<file path="src/rtl/dircc_packet_rx.sv">
// ----------------------------------------------------------------------------
// dircc_packet_rx
//
// Store-and-forward Avalon-ST packet receiver for one DiRCC node output port.
// Beats are framed with sop/eop/empty and written into a circular word
// buffer. A packet becomes visible to the reader only once its eop beat has
// been written (commit). Beats arriving without a sop, packets that restart
// before their eop, and packets longer than DEPTH are discarded and counted.
//
// Ports
//   clk_clk, reset_reset          clock, asynchronous active-high reset
//   input_*                       Avalon-ST sink (data/valid/ready/sop/eop/empty)
//   output_*                      Avalon-ST source (data/valid/ready/sop/eop/empty)
//   packets_pending               committed packets whose eop has not been read
//   drop_count                    discarded-packet counter, saturating at 255
// ----------------------------------------------------------------------------
module dircc_packet_rx #(
    parameter int DATA_WIDTH  = 32,
    parameter int EMPTY_WIDTH = 2,
    parameter int DEPTH       = 16,
    parameter int AW          = $clog2(DEPTH)
) (
    input  logic                   clk_clk,
    input  logic                   reset_reset,
    input  logic [DATA_WIDTH-1:0]  input_data,
    input  logic                   input_valid,
    output logic                   input_ready,
    input  logic                   input_startofpacket,
    input  logic                   input_endofpacket,
    input  logic [EMPTY_WIDTH-1:0] input_empty,
    output logic [DATA_WIDTH-1:0]  output_data,
    output logic                   output_valid,
    input  logic                   output_ready,
    output logic                   output_startofpacket,
    output logic                   output_endofpacket,
    output logic [EMPTY_WIDTH-1:0] output_empty,
    output logic [AW:0]            packets_pending,
    output logic [7:0]             drop_count
);

    typedef struct packed {
        logic                   sop;
        logic                   eop;
        logic [EMPTY_WIDTH-1:0] empty;
        logic [DATA_WIDTH-1:0]  data;
    } entry_t;

    typedef enum logic [1:0] {
        ST_IDLE,
        ST_RECV,
        ST_DROP
    } wr_state_e;

    localparam logic [AW:0] FULL_LVL = (AW+1)'(DEPTH);

    entry_t      mem_q [DEPTH];
    wr_state_e   state_q, state_d;
    logic [AW:0] wr_ptr_q, wr_ptr_d;
    logic [AW:0] commit_ptr_q, commit_ptr_d;
    logic [AW:0] rd_ptr_q, rd_ptr_d;
    logic [AW:0] pending_q;
    logic [7:0]  drop_q;

    logic [AW:0] used;
    logic [AW:0] partial_inc;
    logic [AW:0] wr_addr;
    logic        full;
    logic        accept;
    logic        wr_en;
    logic        start;
    logic        commit;
    logic        drop_inc;
    logic        rd_fire;
    entry_t      in_entry;
    entry_t      rd_entry;

    // Occupancy comes from registered pointers only; no same-cycle bypass.
    assign used        = wr_ptr_q - rd_ptr_q;
    assign full        = (used == FULL_LVL);
    // Length the open packet would reach if the current beat is written.
    assign partial_inc = wr_ptr_q + 1'b1 - commit_ptr_q;

    // DROP swallows beats without storing them, so it never backpressures.
    assign input_ready = (state_q == ST_DROP) || !full;
    assign accept      = input_valid && input_ready;
    assign in_entry    = {input_startofpacket, input_endofpacket, input_empty, input_data};

    // ------------------------------------------------------------------
    // Write-side FSM: next state, pointer updates and buffer write enable
    // ------------------------------------------------------------------
    always_comb begin
        // NOTE: every output of this block gets a default first, so no path
        // leaves a variable unassigned and no latch is inferred.
        state_d      = state_q;
        wr_ptr_d     = wr_ptr_q;
        commit_ptr_d = commit_ptr_q;
        wr_addr      = wr_ptr_q;
        wr_en        = 1'b0;
        start        = 1'b0;
        commit       = 1'b0;
        drop_inc     = 1'b0;

        if (accept) begin
            case (state_q)
                ST_IDLE: begin
                    if (input_startofpacket) start    = 1'b1;
                    else                     drop_inc = 1'b1;   // stray beat
                end
                ST_RECV: begin
                    if (input_startofpacket) begin
                        // Missing eop: abandon the open packet, restart here.
                        drop_inc = 1'b1;
                        start    = 1'b1;
                    end else begin
                        wr_en    = 1'b1;
                        wr_ptr_d = wr_ptr_q + 1'b1;
                        if (input_endofpacket) begin
                            commit_ptr_d = wr_ptr_q + 1'b1;
                            commit       = 1'b1;
                            state_d      = ST_IDLE;
                        end else if (partial_inc == FULL_LVL) begin
                            // Oversize: the word lands in a slot that is
                            // immediately released by the rewind.
                            wr_ptr_d = commit_ptr_q;
                            drop_inc = 1'b1;
                            state_d  = ST_DROP;
                        end
                    end
                end
                ST_DROP: begin
                    // A restart needs a free slot; without one the sop beat
                    // is swallowed along with the rest of that packet.
                    if (input_startofpacket && !full) start   = 1'b1;
                    else if (input_endofpacket)       state_d = ST_IDLE;
                end
                default: state_d = ST_IDLE;
            endcase

            // A new packet always begins at commit_ptr, which also discards
            // any partial packet still sitting in the buffer.
            if (start) begin
                wr_en    = 1'b1;
                wr_addr  = commit_ptr_q;
                wr_ptr_d = commit_ptr_q + 1'b1;
                if (input_endofpacket) begin
                    commit_ptr_d = commit_ptr_q + 1'b1;
                    commit       = 1'b1;
                    state_d      = ST_IDLE;
                end else begin
                    state_d = ST_RECV;
                end
            end
        end
    end

    // ------------------------------------------------------------------
    // Read side: only committed words are visible
    // ------------------------------------------------------------------
    assign rd_entry     = mem_q[rd_ptr_q[AW-1:0]];
    assign output_valid = (rd_ptr_q != commit_ptr_q);
    assign rd_fire      = output_valid && output_ready;
    assign rd_ptr_d     = rd_ptr_q + {{AW{1'b0}}, rd_fire};

    // Buffer contents are undefined after reset, so fields are gated.
    assign output_data          = output_valid ? rd_entry.data  : '0;
    assign output_startofpacket = output_valid && rd_entry.sop;
    assign output_endofpacket   = output_valid && rd_entry.eop;
    assign output_empty         = output_valid ? rd_entry.empty : '0;

    assign packets_pending = pending_q;
    assign drop_count      = drop_q;

    // ------------------------------------------------------------------
    // State registers
    // ------------------------------------------------------------------
    // NOTE: sequential state uses non-blocking assignments so every register
    // samples the pre-edge values regardless of statement order.
    always_ff @(posedge clk_clk or posedge reset_reset) begin
        if (reset_reset) begin
            state_q      <= ST_IDLE;
            wr_ptr_q     <= '0;
            commit_ptr_q <= '0;
            rd_ptr_q     <= '0;
            pending_q    <= '0;
            drop_q       <= '0;
        end else begin
            state_q      <= state_d;
            wr_ptr_q     <= wr_ptr_d;
            commit_ptr_q <= commit_ptr_d;
            rd_ptr_q     <= rd_ptr_d;

            case ({commit, rd_fire && rd_entry.eop})
                2'b10:   pending_q <= pending_q + 1'b1;
                2'b01:   pending_q <= pending_q - 1'b1;
                default: pending_q <= pending_q;
            endcase

            if (drop_inc && (drop_q != 8'hFF)) drop_q <= drop_q + 1'b1;
        end
    end

    // NOTE: the word buffer is deliberately not reset; pointers define which
    // entries are meaningful, and leaving it out lets it map onto RAM.
    always_ff @(posedge clk_clk) begin
        if (wr_en) mem_q[wr_addr[AW-1:0]] <= in_entry;
    end

endmodule

</file>
<file path="config.mk">
export PLATFORM = sky130hd
export DESIGN_NAME = dircc_packet_rx
export DESIGN_NICKNAME = d
export VERILOG_FILES = /design/src/rtl/dircc_packet_rx.sv
export SDC_FILE = /design/constraint.sdc
export NUM_CORES = 1
export LEC_CHECK = 0
export ABC_AREA = 1
export CAP_MARGIN = 30
export CORE_UTILIZATION = 23
export DETAILED_ROUTE_END_ITERATION = 12
export GPL_TIMING_DRIVEN = 0
export PLACE_DENSITY = 0.44
export SKIP_CTS_REPAIR_TIMING = 1
export SYNTH_ARGS = -nofsm -noshare
export SYNTH_HDL_FRONTEND = slang
export SYNTH_SLANG_ARGS = --single-unit
</file>
<file path="constraint.sdc">
create_clock -name clk_clk -period 11.25 [get_ports clk_clk]
set_input_delay 1.125 -clock clk_clk [delete_from_list [all_inputs] [get_ports clk_clk]]
set_output_delay 1.125 -clock clk_clk [all_outputs]
set_load 0.01 [all_outputs]
</file>
==> Flow_metrics.wiki, run 1 <==
{| class="wikitable"
! Metric !! Value
|-
| Run status || finished, violations left
|-
| Violations in the final reports || DRC
|-
| Register clock-pin slew on the reported worst setup and hold paths || 0.06 ns
|-
| Share of cells above drive strength 1 || 0.0785
|-
| Arrival time worst endpoint || 4.30 ns
|-
| Worst max-slew margin expressed relative to the limit || 0.299
|-
| Sequential share of the synthesized area || 0.733
|-
| Overflow left after global routing || 0
|-
| Via density || 4.76
|-
| Synthesized netlist cell count || just under 2000
|-
| Tightest Hold Check Type || reg2reg
|-
| Post-route minimum period || between 5 and 6 ns
|-
| DRC violation count after routing || 5
|-
| Async set or reset register ratio after synthesis || 0.0495
|-
| Setup repair after global routing missed its margin || no
|-
| Timing-limited maximum frequency || 184 MHz
|-
| Initial cell density of the core || 0.233
|-
| Aggregate global-route resource usage || 0.150
|-
| Library cell used as clock root buffer || clkbuf_16
|-
| Remaining antenna violation count || 0
|-
| Worst-Skew Late Latency || just over 0.6 ns
|-
| Avg Synthesized Cell Area || 12.7 um2
|-
| Max-cap viol count || 0
|-
| Total negative slack for setup checks || 0 ns
|-
| Worst R2R Start || rd_ptr_q[3]
|-
| Area delta synth->final || 21.9%
|-
| Per-cell routed wire length || approximately 23 um
|-
| Setup Skew || 0.0237 ns
|-
| Area inside the core boundary || roughly 110000 um2
|-
| Final weighted congestion in routability-driven placement || 0.858
|-
| Die Area || 108000 um2
|-
| Diode count || 0
|-
| Ports placed on the boundary || 91
|-
| Maximum fanout encountered on the critical timing path || 10
|-
| Vertical extent of the die || about 330 um
|-
| Most frequent cells after synthesis || edfxtp_1, nor2_1, o21ai_0
|-
| H-tree depth || 3
|-
| Via count of the first global-routing pass || around 17000
|-
| Site row count || about 120
|-
| Beginning of the worst hold path || rd_ptr_q[1]
|-
| Pin count of the biggest net entering global routing || 24
|-
| Post-route fraction of the period consumed by the critical path || 0.483
|-
| FF+latch count, synth || 606
|-
| Crit. Startpoint || rd_ptr_q[0]
|-
| Count of buffers from port buffering || 90
|-
| Critical setup path kind || reg2out
|-
| Min Hold Slack || 0.505 ns
|-
| Post-synth top flop || edfxtp_1
|-
| TritonCTS clock tree || built
|-
| Maximum root-to-sink buffer count || 3
|-
| Share of Yosys cell area claimed by the top area cell type || 0.702
|-
| Most repeated cell in the gate-level netlist after synthesis || edfxtp_1
|-
| Worst setup SP type || flop
|-
| Final wirelength || a little over 80000 um
|-
| Leakage power of the design || around 9.6 nW
|-
| Clk sinks || between 600 and 700
|-
| Final setup vio count || 0
|-
| Global-route wire length before repair || ~120000 um
|-
| Number of DRC markers in iteration 0 || 1476
|-
| Post-Synthesis Net Count || roughly 2000
|-
| Summed instance area of the synthesized netlist || between 20000 and 25000 um2
|-
| Final Max Slew Viols || 0
|-
| Via count || 16900
|-
| Capturing element type of the critical path || primary output
|-
| Die width || 329 um
|-
| Cts bufs inserted || 67
|-
| Number of warnings printed during yosys synthesis || 0
|-
| Peak ir drop on the vdd network || just over 0.0001 V
|-
| Number of endpoints with negative hold slack in the final report || 0
|-
| Slew at the pin closest to its max-slew limit || 1.04 ns
|-
| HPWL after detailed placement || 54900 um
|-
| Number of search-and-repair iterations in the first detailed-routing pass || 9
|-
| Synth unique cells || 38
|-
| Largest area contributor in the synthesized netlist || edfxtp_1
|-
| Required time at the endpoint of the critical path || around 10 ns
|-
| Final net count || 2174
|-
| Initial antenna violation count || 1
|-
| Power density over the cells || 280 nW/um2
|-
| Largest cells by area after synthesis || edfxtp_1, o21ai_0, nor2_1
|-
| Number of synthesized flops with an enable pin || 576
|}
-- final timing paths --
check	slack, ns	depth (start not counted)	endpoint
hold reg to reg	0.51	1	rd_ptr_q[1]
min in group asynchronous	0.85	2	drop_count[3]
setup reg to reg	6.09	22	packets_pending[4]
hold / removal	0.51	1	rd_ptr_q[1]
setup / recovery	5.82	9	output_empty[0]
max in group asynchronous	9.91	3	rd_ptr_q[2]
-- metal layers --
layer  track usage  wire length (um)
met4        0.0440              1730
met3        0.0247              5310
met1         0.201             36200
met5             0                 0
met2         0.248             39300
-- per-stage QoR --
step | util | power [mW] | cells | area, um2 | setup slack [ns]
final | 0.284 | 8.41 | 3557 | 30000 | 5.82
after global placement | 0.258 | 6.15 | 3420 | 27300 | 3.57
after detailed placement | 0.263 | 6.25 | 3440 | 27900 | 6.14
after CTS | 0.284 | 8.47 | 3557 | 30000 | 5.80
after floorplan | - | 4.59 | 1939 | 24600 | 6.87
after global routing | 0.284 | 8.84 | 3557 | 30000 | 5.69
-- power breakdown --
part,internal (mW),switching (mW)
combinational,1.07,2.38
clock,1.29,0.919
sequential,2.66,0.0899
total,5.01,3.39
-- worst max-delay path: stages (launching register included) --
cell,delay (ns)
dfrtp_1,0.43
buf_2,0.26
inv_2,0.28
buf_2,0.52
clkbuf_1,0.61
o21ai_0,0.16
o221ai_1,0.20
nand3_1,0.13
a31oi_1,0.45
clkdlybuf4s50_1,0.64
-- cells by family (layout without fill, tap and decap cells) --
kind of cell    count (synthesis)  after routing  synth area share
flops                         606            606             0.733
simple gates                  603            603            0.0995
buf+inv                       174            401            0.0283
fa+ha+maj                      16             16           0.00813
xor+xnor                       23             23           0.00818
compound gates                517            517             0.123
-- cell type report --
class                           count  area (um2)
Inverter                           51         191
Clock inverter                     38         449
Tap cell                         1391        1740
Sequential cell                   606       18000
Clock buffer                       79        1720
Buffer                            123         505
Timing Repair Buffer              110        1350
Multi-Input combinational cell   1159        6010
Fill cell                       10800       75700
-- layout by cell type (no fill, tap or decap), types with 9 or more instances in the layout --
master and count:
o21ai_0 293, o22ai_1 90, a21oi_1 14, o211ai_1 18, o221ai_1 55, nor2_1 306, edfxtp_1 576, buf_2 20
inv_1 47, nand2_1 196, nor2_4 16, nand4_1 9, dfrtp_1 30, a31oi_1 35, ha_1 16, xnor2_1 11
xor2_1 12, clkbuf_1 108, clkdlybuf4s50_1 90, buf_12 13, clkbuf_16 67, nand3_1 56, clkinv_1 17
-- state kept, by name (all words and copies together), names as in the netlist --
register and count:
mem_q 576, drop_count 8, commit_ptr_q 5, packets_pending 5, rd_ptr_q 5, wr_ptr_q 5
state_q 2
Note: power is estimated with default switching activity, not from simulation.
==> run 2: changes to the inputs <==
--- a/config.mk
+++ b/config.mk
@@ -10,7 +10,7 @@
 export CORE_UTILIZATION = 23
 export DETAILED_ROUTE_END_ITERATION = 12
 export GPL_TIMING_DRIVEN = 0
-export PLACE_DENSITY = 0.44
+export PLACE_DENSITY = 0.45
 export SKIP_CTS_REPAIR_TIMING = 1
 export SYNTH_ARGS = -nofsm -noshare
 export SYNTH_HDL_FRONTEND = slang
==> constraint.sdc (replaced) <==
create_clock -name clk_clk -period 4.4 [get_ports clk_clk]
set_input_delay 0.44 -clock clk_clk [delete_from_list [all_inputs] [get_ports clk_clk]]
set_output_delay 0.44 -clock clk_clk [all_outputs]
set_load 0.01 [all_outputs]
==> Flow_metrics.wiki, run 2 (synthesized netlist as in run 1, its figures left out) <==
{| class="wikitable"
! Metric !! Value
|-
| Internal || 13.0 mW
|-
| Global-route wire length before repair || about 120000 um
|-
| Sequential power share || 0.324
|-
| Area delta synth->final || 23.9%
|-
| Share of cells above drive strength 1 || 0.114
|-
| Final Max Slew Viols || 0
|-
| Peak ir drop on the vdd network || about 0.00028 V
|-
| Final wirelength || ~81000 um
|-
| Final net count || about 2200
|-
| Capturing element type of the critical path || primary output
|-
| Cts bufs inserted || 68
|-
| Worst-path cell chain || buf_2 > inv_2 > buf_2 > buf_2 > nor2_1 > o221ai_1 > o211ai_1 > a31oi_2 > clkdlybuf4s50_1
|-
| Critical setup path kind || reg2out
|-
| Setup repair after global routing missed its margin || yes
|-
| Final weighted congestion in routability-driven placement || roughly 0.84
|-
| Power density over the cells || 709 nW/um2
|-
| Worst max-slew margin expressed relative to the limit || 0.372
|-
| Net switching power || about 8.6 mW
|-
| Maximum root-to-sink buffer count || 3
|-
| Timing-limited maximum frequency || ~230 MHz
|-
| Site row count || about 120
|-
| Slack of the critical path || approximately 0.073 ns
|-
| Min Hold Slack || between 0.2 and 0.25 ns
|-
| Tightest Hold Check Type || in2async
|-
| Worst-Skew Late Latency || between 0.6 and 0.7 ns
|-
| Number of search-and-repair iterations in the first detailed-routing pass || 11
|-
| Register clock-pin slew on the reported worst setup and hold paths || 0.06 ns
|-
| Largest register FFs || 576
|-
| Leakage power of the design || 9.96 nW
|-
| Clk sinks || 606
|-
| Die Area || roughly 110000 um2
|-
| Vertical extent of the die || roughly 330 um
|-
| HPWL after detailed placement || 54900 um
|-
| Ports placed on the boundary || slightly above 90
|-
| Commonest cells after routing, fill and taps aside || edfxtp_1, nor2_1, o21ai_0, nand2_1
|-
| Aggregate global-route resource usage || 0.147
|-
| Pin count of the biggest net entering global routing || 26
|-
| Post-route minimum period || 4.33 ns
|-
| Worst setup SP type || flop
|-
| Arrival time worst endpoint || just under 4 ns
|-
| Die width || approximately 330 um
|-
| Register area || roughly 18000 um2
|-
| DRC violation count after routing || 6
|-
| Remaining antenna violation count || 0
|-
| Area of the multi-input gates || 6070 um2
|-
| Initial cell density of the core || 0.233
|-
| Critical Path Most Common Cell || buf_2
|-
| Area inside the core boundary || 106000 um2
|-
| Maximum fanout encountered on the critical timing path || 10
|-
| Via count || around 17000
|-
| Clock Power Share || 0.262
|-
| Via count of the first global-routing pass || between 15000 and 20000
|-
| Post-route fraction of the period consumed by the critical path || 0.983
|-
| Post-place setup slack || -0.684 ns
|-
| Switching share of power || 0.398
|-
| H-tree depth || 3
|-
| Final setup vio count || 0
|-
| Filler Cells Inserted || approximately 11000
|-
| Setup Skew || 0.0252 ns
|-
| Count of buffers from port buffering || 90
|-
| Most frequent standard cell in the layout excluding fill and tap cells || edfxtp_1
|-
| Library cell used as clock root buffer || clkbuf_16
|-
| Run status || finished, violations left
|-
| Diode count || 0
|-
| Initial antenna violation count || 3
|-
| Slew at the pin closest to its max-slew limit || between 0.9 and 1 ns
|-
| Required time at the endpoint of the critical path || roughly 4 ns
|-
| Via density || ~4.7
|-
| TritonCTS clock tree || built
|-
| Overflow left after global routing || 0
|-
| Per-cell routed wire length || 22.7 um
|-
| Max-cap viol count || 0
|-
| Violations in the final reports || DRC
|-
| Combinational Power Share || 0.414
|-
| Number of DRC markers in iteration 0 || 1720
|-
| Number of endpoints with negative hold slack in the final report || 0
|-
| Highest cell delay on the worst timing path || between 0.6 and 0.7 ns
|-
| CP max stage cell || clkdlybuf4s50_1
|}
-- run 2: worst paths after layout --
| kind | start | endpoint | depth (start not counted) | slack, ns |
|---|---|---|---|---|
| max | rd_ptr_q[0] | output_data[30] | 9 | 0.07 |
| min | reset_reset | drop_count[2] | 2 | 0.21 |
| max reg2reg | rd_ptr_q[0] | packets_pending[4] | 18 | 0.35 |
| min reg2reg | packets_pending[4] | packets_pending[4] | 1 | 0.47 |
| max in group asynchronous | reset_reset | rd_ptr_q[4] | 3 | 3.67 |
| min in group clk_clk | packets_pending[4] | packets_pending[4] | 1 | 0.47 |
-- run 2: final cells by class --
cell class,count,area share
Sequential cell,606,0.591
Inverter,51,0.00627
Tap cell,1391,0.0570
Clock inverter,42,0.0147
Timing Repair Buffer,135,0.0557
Multi-Input combinational cell,1159,0.199
Buffer,122,0.0183
Clock buffer,80,0.0579
-- run 2: per-stage QoR --
step	util	area [um2]	TNS (ns)	std cells	total power, mW
2_1_floorplan	-	24600	0	1939	11.7
3_3_place_gp	0.258	27300	-1707.76	3420	15.7
3_5_place_dp	0.264	27900	-228.98	3442	16.0
4_1_cts	0.285	30100	-244.77	3564	21.7
5_1_grt	0.289	30500	-0.00409	3586	22.8
6_report	0.289	30500	0	3586	21.6
-- run 2: metal layers --
metal | up-vias | routed length, um | global-route usage | share of wire
li1 | 7613 | - | - | -
met1 | 8589 | 35700 | 0.200 | 0.44
met2 | 607 | 38000 | 0.237 | 0.47
met3 | 106 | 5640 | 0.0252 | 0.069
met4 | 4 | 1850 | 0.0469 | 0.023
met5 | - | 33 | 0 | 0.00041
-- run 2: power groups by stage --
stage	Clock, mW	Combinational (mW)	Sequential, mW
2_1_floorplan	0	4.63	7.10
3_3_place_gp	0	8.54	7.17
3_5_place_dp	0	8.82	7.13
4_1_cts	5.80	8.87	7.02
5_1_grt	6.01	9.70	7.05
6_report	5.68	8.95	7.01
-- run 2: critical path: cells and delay by family, from the launching register on --
family                 cells  cell delay, ns
AO/OA/AOI/OAI              3            0.90
buffers and inverters      5            1.88
AND/OR/NAND/NOR            1            0.07
flip-flops                 1            0.42
